**config.mk**
```make
export PLATFORM = sky130hd
export DESIGN_NAME = seg7_scan_display
export DESIGN_NICKNAME = d
export VERILOG_FILES = /design/src/rtl/seg7_pkg.sv /design/src/rtl/seg7_scan_timer.sv /design/src/rtl/seg7_scan_display.sv
export SDC_FILE = /design/constraint.sdc
export NUM_CORES = 1
export LEC_CHECK = 0
export BUFFER_PORTS_ARGS = -buffer_cell sky130_fd_sc_hd__buf_2
export CORE_MARGIN = 3
export CORE_UTILIZATION = 35
export DETAILED_ROUTE_END_ITERATION = 10
export PLACE_DENSITY = 0.56
export SYNTH_ARGS = -nofsm -noshare
export SYNTH_HDL_FRONTEND = slang
export SYNTH_HIERARCHICAL = 1
export SYNTH_SLANG_ARGS = --single-unit
```
**constraint.sdc**
```tcl
create_clock -name clk -period 2.6 [get_ports clk]
set_input_delay 0.13 -clock clk [delete_from_list [all_inputs] [get_ports clk]]
set_output_delay 0.13 -clock clk [all_outputs]
set_load 0.01 [all_outputs]
```
**src/rtl/seg7_pkg.sv**
```systemverilog
// Seven-segment encoding shared by the scanned display and the top-level decoder.
// Patterns are active-low, bit6 = a ... bit0 = g.
package seg7_pkg;

  localparam logic [6:0] SEG_BLANK = 7'b1111111;

  localparam logic [6:0] HEX7 [16] = '{
    7'b0000001, 7'b1001111, 7'b0010010, 7'b0000110,
    7'b1001100, 7'b0100100, 7'b0100000, 7'b0001111,
    7'b0000000, 7'b0000100, 7'b0001000, 7'b1100000,
    7'b0110001, 7'b1000010, 7'b0110000, 7'b0111000
  };

  function automatic logic [6:0] hex7(input logic [3:0] v);
    return HEX7[v];
  endfunction

endpackage

```
**src/rtl/seg7_scan_timer.sv**
```systemverilog
// Digit-slot timer: prescaler dwell per digit, round-robin digit index,
// and a guard flag covering the first GUARD cycles of every slot.
module seg7_scan_timer #(
  parameter int NUM_DIGITS  = 4,
  parameter int REFRESH_DIV = 1024,
  parameter int GUARD       = 2
) (
  input  logic                          clk,
  input  logic                          rst,
  output logic [$clog2(NUM_DIGITS)-1:0] index,
  output logic                          guard
);
  localparam int PW = $clog2(REFRESH_DIV);
  localparam int IW = $clog2(NUM_DIGITS);

  logic [PW-1:0] presc;

  always_ff @(posedge clk) begin
    if (rst) begin
      presc <= '0;
      index <= '0;
    end else if (presc == PW'(REFRESH_DIV - 1)) begin
      presc <= '0;
      index <= (index == IW'(NUM_DIGITS - 1)) ? '0 : index + 1'b1;
    end else begin
      presc <= presc + 1'b1;
    end
  end

  assign guard = (presc < PW'(GUARD));

endmodule

```
**src/rtl/seg7_scan_display.sv**
```systemverilog
// Captures read results into a newest-first history and scans it onto a
// common-anode display; all outputs are registered off timer and history state.
module seg7_scan_display
  import seg7_pkg::*;
#(
  parameter int NUM_DIGITS  = 4,
  parameter int REFRESH_DIV = 1024,
  parameter int GUARD       = 2
) (
  input  logic                  clk,
  input  logic                  rst,
  input  logic [3:0]            data_in,
  input  logic                  data_valid,
  input  logic                  clr,
  output logic [6:0]            seg,
  output logic                  dp,
  output logic [NUM_DIGITS-1:0] anode,
  output logic [2:0]            fill
);
  localparam int IW = $clog2(NUM_DIGITS);

  logic [NUM_DIGITS-1:0][3:0] digit;
  logic [IW-1:0]              index;
  logic                       guard;
  logic [6:0]                 seg_nxt;
  logic                       dp_nxt;
  logic [NUM_DIGITS-1:0]      anode_nxt;

  seg7_scan_timer #(
    .NUM_DIGITS (NUM_DIGITS),
    .REFRESH_DIV(REFRESH_DIV),
    .GUARD      (GUARD)
  ) u_timer (
    .clk  (clk),
    .rst  (rst),
    .index(index),
    .guard(guard)
  );

  // clr beats a same-cycle capture; fill saturates and the oldest entry falls off.
  always_ff @(posedge clk) begin
    if (rst || clr) begin
      digit <= '0;
      fill  <= '0;
    end else if (data_valid) begin
      digit <= {digit[NUM_DIGITS-2:0], data_in};
      if ({1'b0, fill} < 4'(NUM_DIGITS))
        fill <= fill + 3'd1;
    end
  end

  always_comb begin
    anode_nxt = '1;
    seg_nxt   = SEG_BLANK;
    dp_nxt    = 1'b1;
    if (!guard) begin
      anode_nxt[index] = 1'b0;
      if (4'(index) < {1'b0, fill}) begin
        seg_nxt = hex7(digit[index]);
        dp_nxt  = (index != '0);
      end
    end
  end

  always_ff @(posedge clk) begin
    if (rst) begin
      anode <= '1;
      seg   <= SEG_BLANK;
      dp    <= 1'b1;
    end else begin
      anode <= anode_nxt;
      seg   <= seg_nxt;
      dp    <= dp_nxt;
    end
  end

endmodule

```
==> flow_metrics.py <==
metrics = {
    "clock_tree": {
        "cts_tree": "done",
        "cts.sinks": 43,
        "clk_path_buf_depth": 2,
        "clk_latency_ps": 290,
        "clockRootBuffer": "clkbuf_8",
        "clk_pin_slew_ps": 80,
        "cts_resized": 0,
        "htreeDepth": 2,
        "cts_made_buffers": 5,
        "post_cts_buffers": 0,
        "ctsHoldBuffers": 0,
    },
    "grt": {
        "grt_pass1_vias": 1283,
        "grt_max_degree": 20,
        "track_usage_pct": 11.9,
        "grt_overflow_total": 0,
        "grt_first_pass_wirelength_microns": 6000,
        "antenna_found_initial": 0,
    },
    "place": {
        "place_hpwl_microns": 2460,
        "place_congestion": 0.808,
        "dp_cells": 275,
        "io_buffer_count": 22,
        "dpl_worst_slack_ps": 422,
    },
    "critical_path": {
        "cp-start-kind": "flip-flop",
        "crit_path_end_kind": "flip-flop",
        "arrival_ps": 2340,
        "worstSetupPathType": "reg2reg",
        "rrSetupSlack_ps": 430,
        "path_max_fanout": 12,
        "worstPathRequired_ps": 2770,
    },
    "final_layout": {
        "drive_above_1_share_pct": 18.3,
        "layout_commonest_cell": "dfxtp_1",
        "multi_input_area_sq_um": 1010,
        "layout_common_cells": "43 x dfxtp_1, 25 x nor2_1, 22 x buf_2",
        "diodes": 0,
        "seqCellArea_sq_um": 861,
        "synthToLayoutAreaGrowth_pct": 14.6,
        "n_fill_cell": 524,
        "nets": 231,
        "stdcell_count": 283,
        "fin_util_pct": 42.6,
    },
    "logic_synthesis": {
        "synth_area_sq_um": 1950,
        "synth_warnings": 6,
        "synth-async-reset-ratio_pct": 0,
        "syn_avg_cell_area_sq_um": 10.2,
        "ys_seq_elements": 43,
        "synthTopCellsByArea": "dfxtp_1 44%, mux2i_1 9.2%, ha_1 7.1%",
        "synth_edf_count": 0,
        "netlist.area_leader.share_pct": 44.2,
        "synth_top_cell_by_area": "dfxtp_1",
        "synth_cell_types": 40,
        "ys_seq_area_share_pct": 44.2,
        "synth_flop_cell": "dfxtp_1",
        "netlist_instances": 191,
        "syn_nets": 210,
    },
    "floorplanning": {
        "io_pins": 23,
        "start_util_pct": 37.2,
        "die_w_microns": 80.6,
        "rows": 26,
        "die_area_sq_um": 6500,
        "chipHeight_microns": 80.6,
        "coreArea_sq_um": 5240,
    },
    "pwr": {
        "p_switching_mw": 0.300,
        "power_density_nw_per_um2": 626,
        "internal_power_mw": 1.10,
        "clkPwrFrac_pct": 44.0,
        "sw_frac_of_total_pct": 21.5,
        "ir_drop_v": 0.000394,
        "leakagePower_nw": 0.869,
        "combPwrFrac_pct": 6.7,
        "seqPwrFrac_pct": 49.3,
    },
    "drt": {
        "wl_met2_microns": 1430,
        "vias": 1353,
        "drcViolationCount": 0,
        "wl_microns": 3460,
        "final_antenna_net_count": 0,
        "drt_iter0_markers": 56,
        "dr_wl_met3_microns": 155,
        "wl_per_cell_microns": 12.2,
        "met1_length_microns": 1850,
        "firstDrtPassIters": 4,
        "viasPerCell": 4.78,
        "top_layer_used": "met4",
    },
    "timing": {
        "hold_viol_final": 0,
        "fmaxAchievable_mhz": 460,
        "relSlewSlack_pct": 66.5,
        "tns_ps": 0,
        "finalSetupViolCount": 0,
        "drv_slew": 0,
        "fin_skew_ps": 7.71,
        "fin_crit_ps": 2170,
        "rsz0062_at_grt": "false",
        "period_share_pct": 83.5,
        "tightest_slew_ps": 502,
        "fin_ws_ps": 428,
    },
    "job": {
        "cap_violations": 0,
    },
    "run_status": {
        "status": "finished, final reports clean",
    },
    "hold_path": {
        "hold_class": "in2reg",
    },
}
metal layers:
layer	vias up	track usage (%)
met5	-	0
met4	0	3.72
met3	4	3.81
met2	23	17.2
met1	606	16.7
li1	720	-
metrics by stage:
stage               hold WS, ps  power [mW]  instance area [sq um]
finish                     66.7        1.40                   2230
global route               60.0        1.46                   2230
CTS                        58.3        1.41                   2230
detailed placement          371       0.799                   2100
global placement            364       0.799                   2100
floorplan                   249       0.773                   1950
synth_stat cells (all sizes together), types with 5 or more instances:
| cell | n |
|---|---|
| ha | 11 |
| buf | 5 |
| dfxtp | 43 |
| nand3 | 5 |
| o221ai | 5 |
| inv | 7 |
| o21ai | 5 |
| nand2 | 8 |
| nor3 | 5 |
| mux2i | 18 |
| a21oi | 8 |
| nor2 | 25 |
flip-flops by register name, indices dropped and copies added, names as in the netlist:
signal and cells:
fill 3, dp 1, u_timer/presc 10, u_timer/index 2, anode 4, digit 16, seg 7
power groups by stage:
| stage | Sequential (mW) | Clock [mW] | Combinational (mW) |
|---|---|---|---|
| after floorplan | 0.705 | 0 | 0.0673 |
| after global placement | 0.705 | 0 | 0.0940 |
| after detailed placement | 0.705 | 0 | 0.0943 |
| after CTS | 0.689 | 0.631 | 0.0946 |
| after global routing | 0.693 | 0.663 | 0.106 |
| final | 0.690 | 0.616 | 0.0938 |
cell type report:
type                       instances  share of cell area (%)
inverter                           7                    1.18
sequential                        43                    38.5
timing repair buffer              22                    4.93
multi-input combinational        133                    45.3
clock inverter                     3                    3.03
tap                               70                    3.92
clock buffer                       5                    3.08
cell families after synthesis:
| group | count (synthesis) | share of synthesized area (%) |
|---|---|---|
| compound gates | 29 | 9.76 |
| xor+xnor | 4 | 1.80 |
| fa+ha+maj | 11 | 7.06 |
| buf+inv | 15 | 3.85 |
| flops | 43 | 44.2 |
| mux | 23 | 14.8 |
| simple gates | 66 | 18.5 |
worst max-delay path, stage by stage (launching register included):
cell,delay (ps)
dfxtp_1,600
mux4_1,720
inv_1,180
ha_1,270
o211ai_1,170
o211ai_1,100
final timing paths:
path                          from               end  cells after the start
setup / recovery  u_timer/index[0]            seg[5]                      5
hold / removal          data_in[2]          digit[2]                      3
setup reg to reg  u_timer/index[0]            seg[5]                      5
hold reg to reg   u_timer/presc[0]  u_timer/presc[0]                      1
No activity file was read; power rests on OpenSTA's default activity.
